--- src/rtl/mem_arbiter.sv ---
// Round-robin instruction/data arbiter onto a single RAM port with timeout abort and a sticky error flag.
// Optional MEMARB_STATS_EN adds icount/dcount/stallcount access and stall counters.
module mem_arbiter #(
  parameter int unsigned ADDR_W      = 32,
  parameter int unsigned DATA_W      = 32,
  parameter int unsigned TIMEOUT_CYC = 64
) (
  input  logic              CLK,
  input  logic              nRST,
  input  logic              iREN,
  input  logic [ADDR_W-1:0] iaddr,
  output logic              iwait,
  output logic [DATA_W-1:0] iload,
  input  logic              dREN,
  input  logic              dWEN,
  input  logic [ADDR_W-1:0] daddr,
  input  logic [DATA_W-1:0] dstore,
  output logic              dwait,
  output logic [DATA_W-1:0] dload,
  output logic              ramREN,
  output logic              ramWEN,
  output logic [ADDR_W-1:0] ramaddr,
  output logic [DATA_W-1:0] ramstore,
  input  logic [DATA_W-1:0] ramload,
  input  logic [1:0]        ramstate,
  output logic              memerr
`ifdef MEMARB_STATS_EN
  ,
  output logic [31:0]       icount,
  output logic [31:0]       dcount,
  output logic [31:0]       stallcount
`endif
);

  localparam int unsigned CNT_W = $clog2(TIMEOUT_CYC) + 1;

  typedef enum logic [1:0] {IDLE, DACC, IACC} state_e;
  typedef enum logic [1:0] {RAM_FREE, RAM_BUSY, RAM_ACCESS, RAM_ERROR} ramstate_e;
  typedef enum logic {GNT_INSTR, GNT_DATA} grant_e;

  state_e           state_q;
  grant_e           last_grant_q;
  logic [CNT_W-1:0] tmo_q;
  logic             memerr_q;

  logic d_req;
  logic acc_live;
  logic ram_ok;
  logic ram_err;
  logic tmo_hit;
  logic done;
  logic abort;

  assign d_req    = dREN | dWEN;
  // A granted requester that drops its strobe ends the access with no completion.
  assign acc_live = ((state_q == DACC) & d_req) | ((state_q == IACC) & iREN);
  assign ram_ok   = (ramstate == RAM_ACCESS);
  assign ram_err  = (ramstate == RAM_ERROR);
  assign tmo_hit  = (tmo_q >= CNT_W'(TIMEOUT_CYC - 1));
  assign done     = acc_live & (ram_ok | ram_err | tmo_hit);
  assign abort    = acc_live & ~ram_ok & (ram_err | tmo_hit);

  assign iwait  = iREN  & ~((state_q == IACC) & done);
  assign dwait  = d_req & ~((state_q == DACC) & done);
  assign memerr = memerr_q;

  always_comb begin
    ramREN   = 1'b0;
    ramWEN   = 1'b0;
    ramaddr  = '0;
    ramstore = '0;
    iload    = '0;
    dload    = '0;
    case (state_q)
      DACC: begin
        ramaddr  = daddr;
        ramstore = dstore;
        ramWEN   = dWEN;
        ramREN   = dREN & ~dWEN;
        if (done && !abort) dload = ramload;
      end
      IACC: begin
        ramaddr = iaddr;
        ramREN  = iREN;
        if (done && !abort) iload = ramload;
      end
      default: ;
    endcase
  end

  always_ff @(posedge CLK or negedge nRST) begin
    if (!nRST) begin
      state_q      <= IDLE;
      last_grant_q <= GNT_INSTR;
      tmo_q        <= '0;
      memerr_q     <= 1'b0;
    end else begin
      case (state_q)
        IDLE: begin
          if (d_req && (!iREN || last_grant_q == GNT_INSTR)) begin
            state_q      <= DACC;
            last_grant_q <= GNT_DATA;
            tmo_q        <= '0;
          end else if (iREN) begin
            state_q      <= IACC;
            last_grant_q <= GNT_INSTR;
            tmo_q        <= '0;
          end
        end
        default: begin
          if (!acc_live || done) state_q <= IDLE;
          else                   tmo_q   <= tmo_q + CNT_W'(1);
          if (abort) memerr_q <= 1'b1;
        end
      endcase
    end
  end

`ifdef MEMARB_STATS_EN
  logic [31:0] icount_q;
  logic [31:0] dcount_q;
  logic [31:0] stall_q;

  always_ff @(posedge CLK or negedge nRST) begin
    if (!nRST) begin
      icount_q <= '0;
      dcount_q <= '0;
      stall_q  <= '0;
    end else begin
      if (state_q == IACC && done) icount_q <= icount_q + 32'd1;
      if (state_q == DACC && done) dcount_q <= dcount_q + 32'd1;
      if (iwait || dwait)          stall_q  <= stall_q + 32'd1;
    end
  end

  assign icount     = icount_q;
  assign dcount     = dcount_q;
  assign stallcount = stall_q;
`endif

endmodule

--- config.mk ---
export PLATFORM = sky130hd
export DESIGN_NAME = mem_arbiter
export DESIGN_NICKNAME = d
export VERILOG_FILES = /design/src/rtl/mem_arbiter.sv
export SDC_FILE = /design/constraint.sdc
export NUM_CORES = 1
export LEC_CHECK = 0
export BUFFER_PORTS_ARGS = -buffer_cell sky130_fd_sc_hd__buf_4
export CAP_MARGIN = 20
export CORE_AREA = 2 2 103 105
export CTS_CLUSTER_SIZE = 20
export DETAILED_ROUTE_END_ITERATION = 10
export DIE_AREA = 0 0 105 107
export PLACE_DENSITY = 0.64
export REMOVE_ABC_BUFFERS = 1
export SLEW_MARGIN = 10
export SYNTH_ARGS = -nofsm -noshare
export SYNTH_HDL_FRONTEND = slang
export SYNTH_SLANG_ARGS = --single-unit
--- constraint.sdc ---
create_clock -name CLK -period 1.75 [get_ports CLK]
set_input_delay 0.4375 -clock CLK [delete_from_list [all_inputs] [get_ports CLK]]
set_output_delay 0.4375 -clock CLK [all_outputs]
set_load 0.05 [all_outputs]
==> metrics.cfg <==
[critical_path]
r2r-end=tmo_q[3]
cp_max_fo=8
critical_path_class=reg2out
end_kind=primary output
crit_start=state_q[0]
rr_worst_depth=9
arrival_ns=1.84
crit_end=dload[8]
r2r_start=state_q[1]
r2r_slack_ns=-0.19
critPathRequiredTime_ns=1.31
start_kind=flip-flop

[final_layout]
diodes=0
final_nets=701
drive_gt1_frac=0.873
final_common_cell=buf_4
design_area_um2=6060
stdcell_count=697
final_cell_mix=154 x buf_4, 102 x buf_6, 66 x and2_4
seq_area_um2=275
fillers=866
multiInputGateArea_um2=2030
syn2layout_area_growth_pct=228

[status]
status=finished, violations left
failed_checks=setup timing

[global_routing]
overflow=0
first_global_vias=3430
antenna_found_initial=0
grt_use_total=0.211
grt_pass1_wl_um=18700
grt_max_degree=33

[sta]
tightest_slew_ns=0.388
fmax_mhz=440
min_period_ns=2.27
fin_ws_ns=-0.524
drv_slew=0
finalHoldViolCount=0
holdWs_ns=0.0323
setup_violations=141
relSlewSlack=0.740
skew_ns=0.00471
rsz0062_at_grt=true
finalCritPeriodShare=1.30
finalSetupTns_ns=-54.09

[synthesis]
async_flop_share=1.00
yosysSeqAreaShare=0.149
ys.flop_type=dfrtp_1
synth-edff-count=0
postSynthAreaPerCell_um2=7.32
netlist_instances=252
ys_ff_latch=11
synth_warnings=0
syn_area_um2=1840
synth.distinct_cells=34

[clock_tree]
cts_made_buffers=3
clockBufferDepth=2
clockRootBuffer=clkbuf_8
clk_latency_ns=0.23
htreeDepth=1
cts_tree=built
cts_sinks=11
clk_pin_slew_ns=0.05

[routing]
drc=0
finalWirelength_um=13600
vias=3177
detail-route-antenna-nets=0
dr.pass1.iters=4
via_per_inst=4.56
drt_iter0_drc=122
wl_per_cell_um=19.5

[min_path]
worstHoldPathType=in2async

[die]
pin_count=268
rows=37
die_h_um=107
die_area_um2=11200
die_w_um=105
core_um2=10100
start_util=0.183

[power]
p_leak_nw=2.87
p_per_area_nw_per_um2=1530
power_w=0.00925
ir_worst_vdd_mv=0.746

[placed_design]
dpl_cell_area_um2=4170
hpwl_um=8350
port_buffers=267
placed_cells=659
place.gp.congestion=0.853

[job]
maxCapViolCount=0

## worst min-delay path by stage
stage | slack, ns | cells past startpoint | start | endpoint
floorplan | 0.14 | 0 | nRST | last_grant_q
global placement | 0.28 | 1 | nRST | tmo_q[1]
detailed placement | 0.28 | 1 | nRST | tmo_q[2]
CTS | 0.03 | 1 | nRST | memerr
global route | 0.04 | 1 | nRST | tmo_q[6]
finish | 0.03 | 1 | nRST | memerr
## state kept, by name (all words and copies together) (netlist names)
register and cells:
last_grant_q 1, memerr 1, state_q 2, tmo_q 7
## repair_timing
action                     CTS  global route
resized for setup          252           140
hold buffers                 0             0
cloned                       9             6
pin swaps                   10            33
setup buffers               19             7
setup endpoints to repair  140           140
## per-stage QoR
stage | setup WS [ns] | util
after floorplan | -1.65 | -
after global placement | -0.350 | 0.413
after CTS | -0.473 | 0.552
after global routing | -0.576 | 0.600
final | -0.524 | 0.600
after detailed placement | -0.367 | 0.413
## report_power, final
group | leakage, nW | switching (W) | internal, W
Combinational | 2.71 | 0.00446 | 0.00419
Clock | 0.0228 | 0.0000869 | 0.000159
Sequential | 0.143 | 0.0000451 | 0.000313
Total | 2.87 | 0.00459 | 0.00466
## critical path: stages (launching register included)
cell       delay (ns)
dfrtp_1          0.40
inv_2            0.11
ha_4             0.18
nand2_4          0.06
a211oi_4         0.24
buf_6            0.16
clkbuf_16        0.15
and2_1           0.14
buf_6            0.16
## synthesized netlist by cell type (4+ instances only)
library cell,number,area (um2)
clkbuf_1,10,37.5
mux2i_1,5,50.1
a22oi_1,32,240
nor2_1,4,15.0
clkbuf_2,7,35.0
nand2_1,7,26.3
and2_1,84,526
nor2b_1,33,206
dfrtp_1,11,275
a21oi_1,5,25.0
and2_2,15,113
ha_1,4,50.1
inv_1,5,18.8
## logic make-up after synthesis
| family | synth area share |
|---|---|
| AND/OR/NAND/NOR | 0.523 |
| flip-flops | 0.149 |
| adder cells (fa/ha/maj) | 0.0271 |
| AO/OA/AOI/OAI | 0.211 |
| buffers and inverters | 0.0624 |
| multiplexers | 0.0271 |
## area by class of cell
class                      count  area share
tap                          136      0.0281
sequential                    11      0.0454
inverter                       5     0.00310
clock buffer                   4     0.00744
multi-input combinational    214       0.335
timing repair buffer         327       0.581
## layer usage
layer,part of all wire,vias to the layer above,track usage
li1,-,1465,-
met1,0.32,1491,0.206
met2,0.57,187,0.432
met3,0.075,34,0.0523
met4,0.033,0,0.0600
met5,0,-,0
(Power assumes the default switching activity.)
